--- config.mk ---
export PLATFORM = sky130hd
export DESIGN_NAME = alu_operand_stage
export DESIGN_NICKNAME = d
export VERILOG_FILES = /design/src/rtl/alu_operand_stage.sv
export SDC_FILE = /design/constraint.sdc
export NUM_CORES = 1
export LEC_CHECK = 0
export ABC_AREA = 1
export CELL_PAD_IN_SITES_DETAIL_PLACEMENT = 1
export CELL_PAD_IN_SITES_GLOBAL_PLACEMENT = 1
export CORE_MARGIN = 8
export CORE_UTILIZATION = 31
export DETAILED_ROUTE_END_ITERATION = 8
export PLACE_DENSITY_LB_ADDON = 0.1
export SYNTH_ARGS = -nofsm -noshare
export SYNTH_HDL_FRONTEND = slang
export SYNTH_SLANG_ARGS = --single-unit
--- constraint.sdc ---
create_clock -name iClk -period 5.9 [get_ports iClk]
set_clock_uncertainty 0.1 [all_clocks]
set_input_delay 0.885 -clock iClk [delete_from_list [all_inputs] [get_ports iClk]]
set_output_delay 0.885 -clock iClk [all_outputs]
set_load 0.01 [all_outputs]
--- src/rtl/alu_operand_stage.sv ---
// ID/EX pipeline register with EX/MEM and MEM/WB operand forwarding.
// Produces the ALU operands, store data and registered control for the EX stage.
module alu_operand_stage #(
  parameter int DW = 32,
  parameter int RW = 5
) (
  input  logic          iClk,
  input  logic          iReset,
  input  logic          iStall,
  input  logic          iFlush,
  input  logic          iValid,
  input  logic [DW-1:0] iRsData,
  input  logic [DW-1:0] iRtData,
  input  logic [DW-1:0] iImm,
  input  logic [4:0]    iShamt,
  input  logic [RW-1:0] iRs,
  input  logic [RW-1:0] iRt,
  input  logic [RW-1:0] iRd,
  input  logic          iALUSrcA,
  input  logic          iALUSrcB,
  input  logic [5:0]    iALUFun,
  input  logic          iSign,
  input  logic          iRegWrite,
  input  logic          iExMemRegWrite,
  input  logic [RW-1:0] iExMemRd,
  input  logic [DW-1:0] iExMemData,
  input  logic          iMemWbRegWrite,
  input  logic [RW-1:0] iMemWbRd,
  input  logic [DW-1:0] iMemWbData,
  output logic [DW-1:0] oA,
  output logic [DW-1:0] oB,
  output logic [DW-1:0] oStoreData,
  output logic [5:0]    oALUFun,
  output logic          oSign,
  output logic [RW-1:0] oRd,
  output logic          oRegWrite,
  output logic          oValid
);

  // All-zero encoding is both the reset state and the bubble (ALUFun 0 = ADD).
  typedef struct packed {
    logic          valid;
    logic          regWrite;
    logic [5:0]    aluFun;
    logic          sign;
    logic          aluSrcA;
    logic          aluSrcB;
    logic [4:0]    shamt;
    logic [RW-1:0] rs;
    logic [RW-1:0] rt;
    logic [RW-1:0] rd;
    logic [DW-1:0] rsData;
    logic [DW-1:0] rtData;
    logic [DW-1:0] imm;
  } stage_t;

  stage_t stage;

  // NOTE: sequential state uses non-blocking assignments so every register
  // samples pre-edge values regardless of statement order.
  always_ff @(posedge iClk or posedge iReset) begin
    if (iReset) begin
      stage <= '0;
    end else if (iFlush) begin
      stage <= '0;
    end else if (!iStall) begin
      stage.valid    <= iValid;
      stage.regWrite <= iRegWrite & iValid;
      stage.aluFun   <= iALUFun;
      stage.sign     <= iSign;
      stage.aluSrcA  <= iALUSrcA;
      stage.aluSrcB  <= iALUSrcB;
      stage.shamt    <= iShamt;
      stage.rs       <= iRs;
      stage.rt       <= iRt;
      stage.rd       <= iRd;
      stage.rsData   <= iRsData;
      stage.rtData   <= iRtData;
      stage.imm      <= iImm;
    end
  end

  // EX/MEM is the younger result, so it is tested first; $0 never forwards.
  logic exMemHitRs, memWbHitRs, exMemHitRt, memWbHitRt;
  logic [DW-1:0] fwdRs, fwdRt;

  assign exMemHitRs = iExMemRegWrite && (iExMemRd == stage.rs) && (stage.rs != '0);
  assign memWbHitRs = iMemWbRegWrite && (iMemWbRd == stage.rs) && (stage.rs != '0);
  assign exMemHitRt = iExMemRegWrite && (iExMemRd == stage.rt) && (stage.rt != '0);
  assign memWbHitRt = iMemWbRegWrite && (iMemWbRd == stage.rt) && (stage.rt != '0);

  assign fwdRs = exMemHitRs ? iExMemData : (memWbHitRs ? iMemWbData : stage.rsData);
  assign fwdRt = exMemHitRt ? iExMemData : (memWbHitRt ? iMemWbData : stage.rtData);

  assign oA         = stage.aluSrcA ? {{(DW-5){1'b0}}, stage.shamt} : fwdRs;
  assign oB         = stage.aluSrcB ? stage.imm : fwdRt;
  assign oStoreData = fwdRt;
  assign oALUFun    = stage.aluFun;
  assign oSign      = stage.sign;
  assign oRd        = stage.rd;
  assign oRegWrite  = stage.regWrite;
  assign oValid     = stage.valid;

endmodule

==> flow_metrics.tcl <==
set metrics [dict create \
    hold_class "reg -> reg" \
    drive_gt1_frac 0.0692 \
    grt_max_degree 94 \
    synthTopCellsByArea "dfrtp_1, nand3_1, nand2_1" \
    rsz0062_at_grt "false" \
    dieArea_sq_mm 0.0319 \
    rows 59 \
    maxClockFrequency_mhz 220 \
    root_buffer "clkbuf_16" \
    maxSlewViolCount 0 \
    via_count 9077 \
    drv_cap 0 \
    status "finished, final reports clean" \
    yosys_register_bits 127 \
    crit_type "in -> out" \
    cts_hold_buf 0 \
    drt-total-wl_microns 37100 \
    ys.flop_type "dfrtp_1" \
    stdcell_count 1818 \
    worstPathArrival_ns 3.56 \
    finalHoldViolCount 0 \
    yosysMostFrequentCell "nand2_1" \
    worstMarginPinSlew_ns 1.20 \
    cts_tree "done" \
    ctsHtreeMaxLevel 4 \
    die_w_microns 179 \
    drcViolationCount 0 \
    synth_fp_nets 1421 \
    setup_tns_ns 0 \
    core-area_sq_mm 0.0261 \
    critical_path.endpoint_type "output pin" \
    area_growth_pct 46.1 \
    startpoint_type "input port" \
    postSynthAreaPerCell_sq_um 6.76 \
    io_pins 317 \
    track_usage 0.230 \
    worstPathCellList "clkdlybuf4s50_1 > inv_2 > nand2_1 > nand2_1 > inv_2 > nand2_1 > nor2_4 > buf_4 > nand2_4 > nand2_1 > nand3_1 > nand3_1 > nand2_1 > clkdlybuf4s50_1" \
    ys_top_cells_by_count "nand2_1, nand3_1, nor2_1, dfrtp_1, inv_1" \
    die_y_microns 179 \
    routedWlPerCell_microns 20.4 \
    setup_violations 0 \
    register_area_sq_mm 0.00318 \
    clk_latency_ns 0.43 \
    cp_max_fo 33 \
    clk_pin_slew_ns 0.07 \
    first_iter_violations 418 \
    max_stage_delay_ns 0.52 \
    crit_required_ns 4.91 \
    start_util 0.315 \
    powerDensity_mw_per_mm2 229 \
    port_buffers 316 \
    critPathSlowestCell "clkdlybuf4s50_1" \
    fin_crit_sh 0.770 \
    cp_common_cell "nand2_1" \
    cts_resized 0 \
    synth_area_sq_mm 0.00821 \
    grt_pass1_wl_microns 56600 \
    synth_edf_count 0 \
    synth_warnings 0 \
    nets 1670 \
    antenna_found_initial 9 \
    ir_drop_uv 157 \
    clkSinkCount 127 \
    grt_overflow_total 0 \
    syn_inst 1214 \
    hpwl_microns 25800 \
    multi_input_area_sq_mm 0.00407 \
    ys_async_sr_fraction 1.00 \
    antenna_left 0 \
    synth.distinct_cells 24 \
    num-fill-cells 3308 \
    grt_pass1_vias 9637 \
    dp.cells 1779 \
    yosys.area.top_type "dfrtp_1" \
    yosysSeqAreaShare 0.387 \
    slew_headroom 0.197 \
    post_cts_buffers 0 \
    vias_per_cell 4.99 \
    clk_path_buf_depth 2 \
    firstDrtPassIters 4 \
    numCtsBuffers 17 \
    p_leak_nw 5.89 \
    synth_top_area_frac 0.387 \
    globalplace.congestion 0.834 \
    period_needed_ns 4.54 \
]
## routing by layer
| layer | global-route usage | up-vias | wire length [microns] |
|---|---|---|---|
| met3 | 0.0604 | 38 | 2510 |
| li1 | - | 4376 | - |
| met5 | 0 | - | 39 |
| met4 | 0.0785 | 6 | 637 |
| met2 | 0.365 | 270 | 17100 |
| met1 | 0.298 | 4387 | 16900 |
## cell usage in the layout, fill, tap and decap left out
cell type | synthesis | layout
inv_1 | 105 | 102
clkinvlp_4 | 0 | 2
clkinv_1 | 0 | 1
nor2_2 | 3 | 2
nand2_4 | 2 | 2
o21ai_0 | 104 | 104
dfrtp_1 | 127 | 126
inv_2 | 14 | 13
clkbuf_1 | 44 | 2
nand3_1 | 263 | 263
nand4_2 | 2 | 2
nand2_2 | 12 | 12
diode_2 | 0 | 8
clkbuf_16 | 0 | 17
clkbuf_8 | 0 | 1
nor2_4 | 5 | 6
clkinv_4 | 0 | 4
or2_1 | 1 | 1
nor2_1 | 130 | 130
o211ai_1 | 2 | 2
inv_6 | 0 | 3
nand3_2 | 20 | 20
nand4_1 | 3 | 3
nand2_1 | 290 | 290
and2_1 | 32 | 32
dfrtp_2 | 0 | 1
buf_4 | 16 | 12
bufinv_16 | 0 | 3
inv_4 | 0 | 2
a21oi_1 | 2 | 2
clkdlybuf4s50_1 | 0 | 315
## power breakdown
group | switching, mW | total (mW) | internal [mW]
Sequential | 0.0393 | 0.963 | 0.924
Combinational | 0.337 | 0.660 | 0.323
Clock | 0.441 | 1.12 | 0.679
Total | 0.817 | 2.74 | 1.93
## flip-flops by register name, indices dropped and copies added, names as in the netlist
name	flops
oValid	1
oSign	1
oRd	5
oRegWrite	1
stage	113
oALUFun	6
## worst max-delay path: cells and delay by family
family / cells / cell delay [ns]
buffers and inverters: 5 / 1.47
and+or+nand+nor: 9 / 1.18
## cell type report
type / instances / share of cell area
diodes: 8 / 0.00167
clock inverters: 11 / 0.0131
flip-flops and latches: 127 / 0.265
well taps: 335 / 0.0350
inverters: 119 / 0.0381
repair buffers: 327 / 0.271
multi-input cells: 871 / 0.339
clock buffers: 20 / 0.0373
## cells by family after synthesis
family,after synthesis,synth area share
flip-flops,127,0.387
AND/OR/NAND/NOR,763,0.428
buffers and inverters,216,0.118
AO/OA/AOI/OAI,108,0.0665
## through the flow
stage	instance area [sq um]	setup WS [ns]	power (mW)	hold slack (ns)	util
global placement	11400	1.42	1.63	0.390	0.436
CTS	12000	1.36	2.78	0.413	0.459
global route	12000	1.16	2.86	0.426	0.460
detailed placement	11400	1.35	1.64	0.394	0.436
floorplan	8210	1.53	1.27	0.376	-
finish	12000	1.36	2.74	0.407	0.460
## final timing paths
kind                                              from                      to  slack [ns]  cells after the start
worst max-delay path                       iMemWbRd[3]                  oB[27]        1.36                     14
worst min-delay path              stage[8]$_DFFE_PP0P_    stage[8]$_DFFE_PP0P_        0.41                      2
worst max register to register  stage[116]$_DFFE_PP0P_  stage[116]$_DFFE_PP0P_        3.70                      2
worst min register to register    stage[8]$_DFFE_PP0P_    stage[8]$_DFFE_PP0P_        0.41                      2
max in group asynchronous                       iReset   stage[51]$_DFFE_PP0P_        3.61                      3
min in group asynchronous                       iReset    stage[6]$_DFFE_PP0P_        0.88                      2
No activity file was read; power rests on OpenSTA's default activity.
